## src/rtl/tpm_arb_pkg.sv

```systemverilog
// Shared types and helpers for the two-port TPM register-access arbiter.
package tpm_arb_pkg;

    typedef enum logic [1:0] {
        StIdle   = 2'd0,
        StAccess = 2'd1,
        StDone   = 2'd2
    } tpm_arb_state_e;

    localparam logic [7:0] TO_RDATA_DEFAULT = 8'hFF;

    // Timer only ever holds 0..timeout-1.
    function automatic int unsigned timer_width(input int unsigned timeout);
        return (timeout < 2) ? 1 : $clog2(timeout);
    endfunction

endpackage

```

## src/rtl/tpm_arb_sync.sv

```systemverilog
// Multi-flop single-bit synchroniser with asynchronous active-high reset.
module tpm_arb_sync #(
    parameter int unsigned SYNC_STAGES = 2
) (
    input  logic clk_i,
    input  logic rst_i,
    input  logic d_i,
    output logic q_o
);

    localparam int unsigned STAGES = (SYNC_STAGES < 2) ? 2 : SYNC_STAGES;

    logic [STAGES-1:0] r_sync;

    always_ff @(posedge clk_i or posedge rst_i) begin
        if (rst_i) begin
            r_sync <= '0;
        end else begin
            r_sync <= {r_sync[STAGES-2:0], d_i};
        end
    end

    assign q_o = r_sync[STAGES-1];

endmodule

```

## src/rtl/tpm_host_arbiter.sv

```systemverilog
// Shares one TPM register backend between two byte-access requesters, with per-frame
// locking, round-robin tie break and a backend ack timeout.
module tpm_host_arbiter
    import tpm_arb_pkg::*;
#(
    parameter int unsigned SYNC_STAGES = 2,
    parameter int unsigned TIMEOUT     = 255,
    parameter logic [7:0]  TO_RDATA    = TO_RDATA_DEFAULT
) (
    input  logic        clk_i,
    input  logic        rst_i,
    input  logic        r0_frame_i,
    input  logic [15:0] r0_addr_i,
    input  logic [7:0]  r0_wdata_i,
    input  logic        r0_data_wr_i,
    output logic        r0_wr_done_o,
    input  logic        r0_data_req_i,
    output logic        r0_data_rd_o,
    output logic [7:0]  r0_rdata_o,
    input  logic        r1_frame_i,
    input  logic [15:0] r1_addr_i,
    input  logic [7:0]  r1_wdata_i,
    input  logic        r1_data_wr_i,
    output logic        r1_wr_done_o,
    input  logic        r1_data_req_i,
    output logic        r1_data_rd_o,
    output logic [7:0]  r1_rdata_o,
    output logic [15:0] reg_addr_o,
    output logic [7:0]  reg_wdata_o,
    output logic        reg_we_o,
    output logic        reg_re_o,
    input  logic [7:0]  reg_rdata_i,
    input  logic        reg_ack_i,
    output logic        owner_o,
    output logic        timeout_o
);

    localparam int unsigned         TIMER_W    = timer_width(TIMEOUT);
    localparam logic [TIMER_W-1:0] TIMER_LAST = TIMER_W'(TIMEOUT - 1);

    logic [1:0] w_frame_raw, w_wr_raw, w_rd_raw;
    logic [1:0] w_frame, w_wr, w_rd;

    assign w_frame_raw = {r1_frame_i, r0_frame_i};
    assign w_wr_raw    = {r1_data_wr_i, r0_data_wr_i};
    assign w_rd_raw    = {r1_data_req_i, r0_data_req_i};

    for (genvar gp = 0; gp < 2; gp++) begin : g_port
        tpm_arb_sync #(.SYNC_STAGES(SYNC_STAGES)) u_sync_frame (
            .clk_i (clk_i),
            .rst_i (rst_i),
            .d_i   (w_frame_raw[gp]),
            .q_o   (w_frame[gp])
        );
        tpm_arb_sync #(.SYNC_STAGES(SYNC_STAGES)) u_sync_wr (
            .clk_i (clk_i),
            .rst_i (rst_i),
            .d_i   (w_wr_raw[gp]),
            .q_o   (w_wr[gp])
        );
        tpm_arb_sync #(.SYNC_STAGES(SYNC_STAGES)) u_sync_rd (
            .clk_i (clk_i),
            .rst_i (rst_i),
            .d_i   (w_rd_raw[gp]),
            .q_o   (w_rd[gp])
        );
    end

    tpm_arb_state_e     r_state, w_state_nxt;
    logic               r_owner, w_owner_nxt;
    logic               r_rr_last, w_rr_last_nxt;
    logic               r_lock, w_lock_nxt;
    logic               r_lock_port, w_lock_port_nxt;
    logic               r_dir_wr, w_dir_wr_nxt;
    logic [15:0]        r_addr, w_addr_nxt;
    logic [7:0]         r_wdata, w_wdata_nxt;
    logic [TIMER_W-1:0] r_timer, w_timer_nxt;
    logic [1:0]         r_wr_done, w_wr_done_nxt;
    logic [1:0]         r_data_rd, w_data_rd_nxt;
    logic [1:0][7:0]    r_rdata, w_rdata_nxt;
    logic               r_timeout, w_timeout_nxt;

    logic [1:0] w_req, w_eligible;
    logic       w_locked, w_grant_valid, w_winner, w_owner_req;

    // A port already holding its done output is not a new request.
    assign w_req         = (w_wr | w_rd) & ~(r_wr_done | r_data_rd);
    assign w_locked      = r_lock & w_frame[r_lock_port];
    assign w_eligible    = w_locked ? (w_req & (r_lock_port ? 2'b10 : 2'b01)) : w_req;
    assign w_grant_valid = |w_eligible;
    assign w_winner      = (&w_eligible) ? ~r_rr_last : w_eligible[1];
    assign w_owner_req   = r_dir_wr ? w_wr[r_owner] : w_rd[r_owner];

    always_comb begin
        w_state_nxt     = r_state;
        w_owner_nxt     = r_owner;
        w_rr_last_nxt   = r_rr_last;
        w_lock_nxt      = r_lock;
        w_lock_port_nxt = r_lock_port;
        w_dir_wr_nxt    = r_dir_wr;
        w_addr_nxt      = r_addr;
        w_wdata_nxt     = r_wdata;
        w_timer_nxt     = r_timer;
        w_wr_done_nxt   = r_wr_done;
        w_data_rd_nxt   = r_data_rd;
        w_rdata_nxt     = r_rdata;
        w_timeout_nxt   = 1'b0;

        unique case (r_state)
            StIdle: begin
                w_lock_nxt = w_locked;
                if (w_grant_valid) begin
                    w_state_nxt     = StAccess;
                    w_owner_nxt     = w_winner;
                    w_rr_last_nxt   = w_winner;
                    w_lock_nxt      = w_frame[w_winner];
                    w_lock_port_nxt = w_winner;
                    // Write wins if a requester raises both strobes.
                    w_dir_wr_nxt    = w_wr[w_winner];
                    w_addr_nxt      = w_winner ? r1_addr_i : r0_addr_i;
                    w_wdata_nxt     = w_winner ? r1_wdata_i : r0_wdata_i;
                    w_timer_nxt     = '0;
                end
            end
            StAccess: begin
                if (reg_ack_i) begin
                    w_state_nxt = StDone;
                    if (!r_dir_wr) begin
                        w_rdata_nxt[r_owner] = reg_rdata_i;
                    end
                    w_wr_done_nxt[r_owner] = r_dir_wr;
                    w_data_rd_nxt[r_owner] = ~r_dir_wr;
                end else if (r_timer == TIMER_LAST) begin
                    w_state_nxt   = StDone;
                    w_timeout_nxt = 1'b1;
                    if (!r_dir_wr) begin
                        w_rdata_nxt[r_owner] = TO_RDATA;
                    end
                    w_wr_done_nxt[r_owner] = r_dir_wr;
                    w_data_rd_nxt[r_owner] = ~r_dir_wr;
                end else begin
                    w_timer_nxt = r_timer + 1'b1;
                end
            end
            StDone: begin
                if (!w_owner_req) begin
                    w_state_nxt   = StIdle;
                    w_wr_done_nxt = '0;
                    w_data_rd_nxt = '0;
                end
            end
            default: begin
                w_state_nxt = StIdle;
            end
        endcase
    end

    always_ff @(posedge clk_i or posedge rst_i) begin
        if (rst_i) begin
            r_state     <= StIdle;
            r_owner     <= 1'b0;
            r_rr_last   <= 1'b1;
            r_lock      <= 1'b0;
            r_lock_port <= 1'b0;
            r_dir_wr    <= 1'b0;
            r_addr      <= '0;
            r_wdata     <= '0;
            r_timer     <= '0;
            r_wr_done   <= '0;
            r_data_rd   <= '0;
            r_rdata     <= '0;
            r_timeout   <= 1'b0;
        end else begin
            r_state     <= w_state_nxt;
            r_owner     <= w_owner_nxt;
            r_rr_last   <= w_rr_last_nxt;
            r_lock      <= w_lock_nxt;
            r_lock_port <= w_lock_port_nxt;
            r_dir_wr    <= w_dir_wr_nxt;
            r_addr      <= w_addr_nxt;
            r_wdata     <= w_wdata_nxt;
            r_timer     <= w_timer_nxt;
            r_wr_done   <= w_wr_done_nxt;
            r_data_rd   <= w_data_rd_nxt;
            r_rdata     <= w_rdata_nxt;
            r_timeout   <= w_timeout_nxt;
        end
    end

    // Strobes decode straight from state so an async reset drops them at once.
    assign reg_we_o     = (r_state == StAccess) & r_dir_wr;
    assign reg_re_o     = (r_state == StAccess) & ~r_dir_wr;
    assign reg_addr_o   = r_addr;
    assign reg_wdata_o  = r_wdata;
    assign owner_o      = r_owner;
    assign timeout_o    = r_timeout;
    assign r0_wr_done_o = r_wr_done[0];
    assign r1_wr_done_o = r_wr_done[1];
    assign r0_data_rd_o = r_data_rd[0];
    assign r1_data_rd_o = r_data_rd[1];
    assign r0_rdata_o   = r_rdata[0];
    assign r1_rdata_o   = r_rdata[1];

endmodule
```

## config.mk

```make
export PLATFORM = sky130hd
export DESIGN_NAME = tpm_host_arbiter
export DESIGN_NICKNAME = d
export VERILOG_FILES = /design/src/rtl/tpm_arb_pkg.sv /design/src/rtl/tpm_arb_sync.sv /design/src/rtl/tpm_host_arbiter.sv
export SDC_FILE = /design/constraint.sdc
export NUM_CORES = 1
export LEC_CHECK = 0
export ABC_AREA = 1
export CAP_MARGIN = 0
export CORE_ASPECT_RATIO = 2
export CORE_MARGIN = 2
export CORE_UTILIZATION = 45
export DETAILED_ROUTE_END_ITERATION = 8
export PLACE_DENSITY = 0.75
export RECOVER_POWER = 100
export REMOVE_ABC_BUFFERS = 1
export SYNTH_ARGS = -nofsm -noshare
export SYNTH_HDL_FRONTEND = slang
export SYNTH_HIERARCHICAL = 1
export SYNTH_SLANG_ARGS = --single-unit
```

## constraint.sdc

```tcl
create_clock -name clk_i -period 1.8 [get_ports clk_i]
set_input_delay 0.18 -clock clk_i [delete_from_list [all_inputs] [get_ports clk_i]]
set_output_delay 0.18 -clock clk_i [all_outputs]
set_load 0.01 [all_outputs]
```

Word level (Yosys, flattened, before mapping)
Index checks and enable logic that the tools add are counted.
{ "word_totals": {"ff_bits": 71, "inputBits": 65, "output_inout_bits": 48, "wordCells": 100} }
{ "classes": {"add_sub_neg": 1, "order_cmp": 3, "n_eq_ne": 8, "mux": 46, "bitwise_logic": 11, "n_reduce_logical": 12} }
{ "op_table": {"columns": ["op", "n"], "rows": [
  ["$mux 16", 5],
  ["$mux 8", 5],
  ["$mux 2", 10],
  ["$mux 1", 17],
  ["$bwmux 16", 1],
  ["$or 16x16->16", 1],
  ["$pmux 8 s2", 1],
  ["$reduce_and 3->1", 3],
  ["$add 8x1->8 const B", 1],
  ["$demux 8 s1", 1],
  ["$eq 8x8->1 const B", 1],
  ["$ne 2x2->1 const B", 4],
  ["$pmux 2 s2", 2],
  ["$pmux 2 s3", 1],
  ["$reduce_bool 2->1", 3],
  ["$and 2x2->2", 2],
  ["$bwmux 2", 2],
  ["$lt 1x2->1 const B", 2],
  ["$or 2x2->2", 2],
  ["$reduce_and 2->1", 2],
  ["$reduce_and 4->1", 1],
  ["$and 1x1->1", 3],
  ["$ne 3x3->1 const B", 1],
  ["$eq 2x1->1 const B", 1],
  ["other kinds (8)", 9]
]} }

Depth between registers and ports, before layout
{ "logic_depth": {"ltp_word": 10, "depth_mapped": 11, "mapped_depth_nobuf": 11} }

Hierarchy
The synthesis kept the hierarchy.
{ "modules_own_cells": {"columns": ["mod", "n_inst", "cells_each", "area_per_inst_um2"], "rows": [
  ["tpm_host_arbiter", 1, 410, 3195.6],
  ["tpm_arb_sync", 6, 3, 53.8]
]} }

Least setup slack after synthesis
No wires, ideal clock.
{ "synth_path": {"path_kind": "register to register", "startpoint": "reg r_timer[0]", "endpoint": "reg r_data_rd[0]", "arrival_ps": 1263, "setup_slack_ps": 417, "stages_incl_launch_ff": 12, "cell_sequence": "dfrtp_1 > inv_1 > ha_1 > nand2_1 > nor2_1 > nand2_2 > nand2_4 > nand2_1 > nand2_1 > nand2_1 > nand2_1 > nand2_1"} }
{ "synth_between": {"elab_chain_cells": 3} }
{ "synth_rtl": {"columns": ["item", "line", "text"], "rows": [
  ["start, declared", "tpm_host_arbiter.sv:77", "logic [TIMER_W-1:0] r_timer, w_timer_nxt;"],
  ["start signal, assigned", "tpm_host_arbiter.sv:182", "r_timer <= w_timer_nxt;"],
  ["$eq 8x8->1", "tpm_host_arbiter.sv:133", "end else if (r_timer == TIMER_LAST) begin"],
  ["$ne 3x3->1 (no line)", null, null],
  ["$reduce_and 3->1 (no line)", null, null],
  ["end signal, assigned", "tpm_host_arbiter.sv:184", "r_data_rd <= w_data_rd_nxt;"],
  ["end, declared", "tpm_host_arbiter.sv:79", "logic [1:0] r_data_rd, w_data_rd_nxt;"]
]} }
No other way between the ends.
A chain may end at the register's enable or synchronous reset.

==> impl_metrics.py <==
metrics = {
    "run_status": {
        "status": "finished clean",
    },
    "detailed_routing": {
        "wl_per_cell_um": 13.8,
        "wl_um": 8900,
        "firstDrtPassIters": 5,
        "routed_via_density": 4.91,
        "route.detailed.drc": 0,
        "num_vias": 3157,
        "antenna_left": 0,
        "drt-initial-drc-count": 175,
    },
    "timing": {
        "slew_violations": 0,
        "slew_headroom_pct": 42.8,
        "report.final.setup_viol": 0,
        "fin_setup_tns_ps": 0,
        "min_period_ps": 1700,
        "clock_skew_ps": 4.66,
        "fin_crit_sh_pct": 94.6,
        "hold_viol_final": 0,
        "grt_setup_unrepaired": "no",
        "tightest_slew_ps": 857,
        "fmax_ghz": 0.587,
    },
    "place": {
        "gp_congestion": 0.850,
        "dp_hpwl_um": 6520,
        "port_buffers": 112,
    },
    "setup_path": {
        "path_cells": "buf_4 > clkdlybuf4s50_1",
        "worstSetupStartpointType": "flip-flop",
        "critPathSlowestCell": "clkdlybuf4s50_1",
        "critical_path_arrival_ps": 1520,
        "rr_worst_depth": 8,
        "crit_path_end_kind": "output pin",
        "r2r_setup_slack_ps": 160,
        "r2r-start": "r_lock_port",
        "slowest_delay_ps": 560,
        "r2r_end": "reg_addr_o[6]",
        "crit_required_ps": 1620,
        "crit_fanout": 6,
        "worstSetupPathType": "flip-flop to output pin",
        "startpoint": "r_lock_port",
        "crit_path_end": "owner_o",
    },
    "power": {
        "p_total_mw": 7.74,
        "power_density_nw_per_um2": 1560,
        "ir_drop_mv": 0.878,
        "p_leak_nw": 2.52,
    },
    "global_route": {
        "grt_max_degree": 36,
        "grt_pass1_wl_um": 14700,
        "grt-ovfl-total": 0,
        "track_usage_pct": 22.4,
        "antenna_found_initial": 0,
        "grt_pass1_vias": 3119,
    },
    "die": {
        "die_h_um": 129,
        "pin_count": 113,
        "num_rows": 45,
        "die_area_um2": 8590,
        "initial_core_util_pct": 46.3,
        "core_um2": 7600,
        "fp.dieW_um": 66.5,
    },
    "layout": {
        "diodes": 0,
        "area_growth_pct": 41.0,
        "final_nets": 612,
        "drive_above_1_share_pct": 8.93,
    },
    "synth": {
        "synth_top_cell_by_area": "dfrtp_1",
        "async_flop_share_pct": 100,
        "syn_area_um2": 3520,
        "netlist_instances": 428,
        "synth_cell_types": 30,
        "ys_warn_count": 6,
        "synthDominantCellAreaShare_pct": 49.8,
        "ys_ff_latch": 71,
        "synthTopCellsByArea": "dfrtp_1, nand2_1, nand3_1",
        "yosysMostFrequentCell": "nand2_1",
        "ys.flop_type": "dfrtp_1",
        "yosysSeqAreaShare_pct": 50.5,
        "synth.avg_cell_area_um2": 8.22,
        "synth_common_cells": "nand2_1, dfrtp_1, inv_1",
        "synth-edff-count": 0,
    },
    "clock_network": {
        "cts_tree": "done",
        "clk_latency_ps": 320,
        "clk_pin_slew_worst_paths_ps": 50,
        "cts_max_level": 3,
        "cts_inserted_buffers": 9,
        "root_buffer": "clkbuf_16",
        "clock_sinks": 71,
        "clock_path_buffers": 2,
    },
    "hold_path": {
        "hold_class": "primary input to asynchronous set/reset pin",
    },
    "run": {
        "cap_violations": 0,
    },
}
## per-stage QoR
stage          instances  utilization, %  instance area (µm²)  setup WS [ps]  hold WS (ps)
5_1_grt              643            65.3                 4960           31.8           303
4_1_cts              643            65.9                 5010           6.16           186
3_5_place_dp         628            62.1                 4720            220           338
2_1_floorplan        415               -                 3410            165         -78.8
6_report             643            65.3                 4960           96.4           273
3_3_place_gp         628            62.1                 4720            231           337
## report_power, final
part | internal (mW) | total [mW] | switching (mW)
combinational | 1.51 | 3.52 | 2.01
sequential | 2.21 | 2.58 | 0.377
clock | 1.04 | 1.64 | 0.600
## state kept, by name (all words and copies together), names as in the netlist
register and flops:
g_port.u_sync_frame/r_sync 4, g_port.u_sync_rd/r_sync 4, g_port.u_sync_wr/r_sync 4, r0_rdata_o 8, r1_rdata_o 8, r_data_rd 2, r_dir_wr 1, r_lock 1
r_lock_port 1, r_rr_last 1, r_state 2, r_timer 8, r_wr_done 2, reg_addr_o 16, reg_wdata_o 8, timeout_o 1
## what timing repair did
action / 4_1_cts / 5_1_grt
hold endpoints to repair: 0 / 0
setup endpoints to repair: 3 / 1
gates resized for setup: 4 / 1
hold buffers: 0 / 0
buffers inserted: 0 / 0
## metal layers
metal / wire (µm) / share of wire (%) / track usage, %
met1: 3450 / 39 / 25.9
met2: 4720 / 53 / 38.9
met3: 584 / 6.6 / 4.86
met4: 146 / 1.6 / 9.84
met5: 0 / 0 / 0
## worst max-delay path, delay by kind of cell, from the launching register on
| family | cells | cell delay (ps) |
|---|---|---|
| buffers and inverters | 2 | 740 |
| flip-flops | 1 | 460 |
## worst min-delay path by stage
stage,startpoint,endpoint,cells past startpoint
after floorplan,rst_i,g_port[0].u_sync_frame/r_sync[0],1
after global placement,g_port[0].u_sync_rd/r_sync[0],g_port[0].u_sync_rd/r_sync[1],0
after detailed placement,g_port[1].u_sync_frame/r_sync[0],g_port[1].u_sync_frame/r_sync[1],0
after CTS,rst_i,g_port[1].u_sync_frame/r_sync[0],2
after global routing,rst_i,g_port[1].u_sync_frame/r_sync[0],2
final,rst_i,g_port[1].u_sync_frame/r_sync[1],2
## layout make-up
class | instances | area [µm²]
clock buffers | 15 | 278
fillers | 649 | 2640
inverters | 53 | 211
multi-input cells | 291 | 1410
flip-flops and latches | 71 | 1780
well taps | 94 | 118
repair buffers | 119 | 1170
## kinds of logic after synthesis
| family | share of synthesized area [%] |
|---|---|
| xor gates and xnor gates | 0.249 |
| buffers and inverters | 9.18 |
| adders and majority gates | 0.711 |
| and+or+nand+nor | 37.8 |
| AOI/OAI and AO/OA | 1.49 |
| DFF | 50.5 |
## cells in the final DEF, fill, tap and decap left out, types with 2 or more instances in the layout
cell,Yosys,final
nand2_1,164,166
dfrtp_1,70,69
clkdlybuf4s50_1,0,58
dlygate4sd3_1,0,52
inv_1,48,48
nand3_1,39,39
nor2_1,24,24
nand3b_1,24,24
clkbuf_16,0,9
or2_2,8,8
o21ai_0,3,4
buf_4,1,4
nor2_2,3,3
nand2_2,4,3
nand2_4,4,3
nand3_4,3,3
clkbuf_1,0,3
clkbuf_8,0,3
inv_2,2,2
nand3_2,2,2
nand4_1,2,2
a21oi_1,2,2
o21bai_1,2,2
ha_1,2,2
clkbuf_2,0,2
Note: power is estimated with default switching activity, not from simulation.
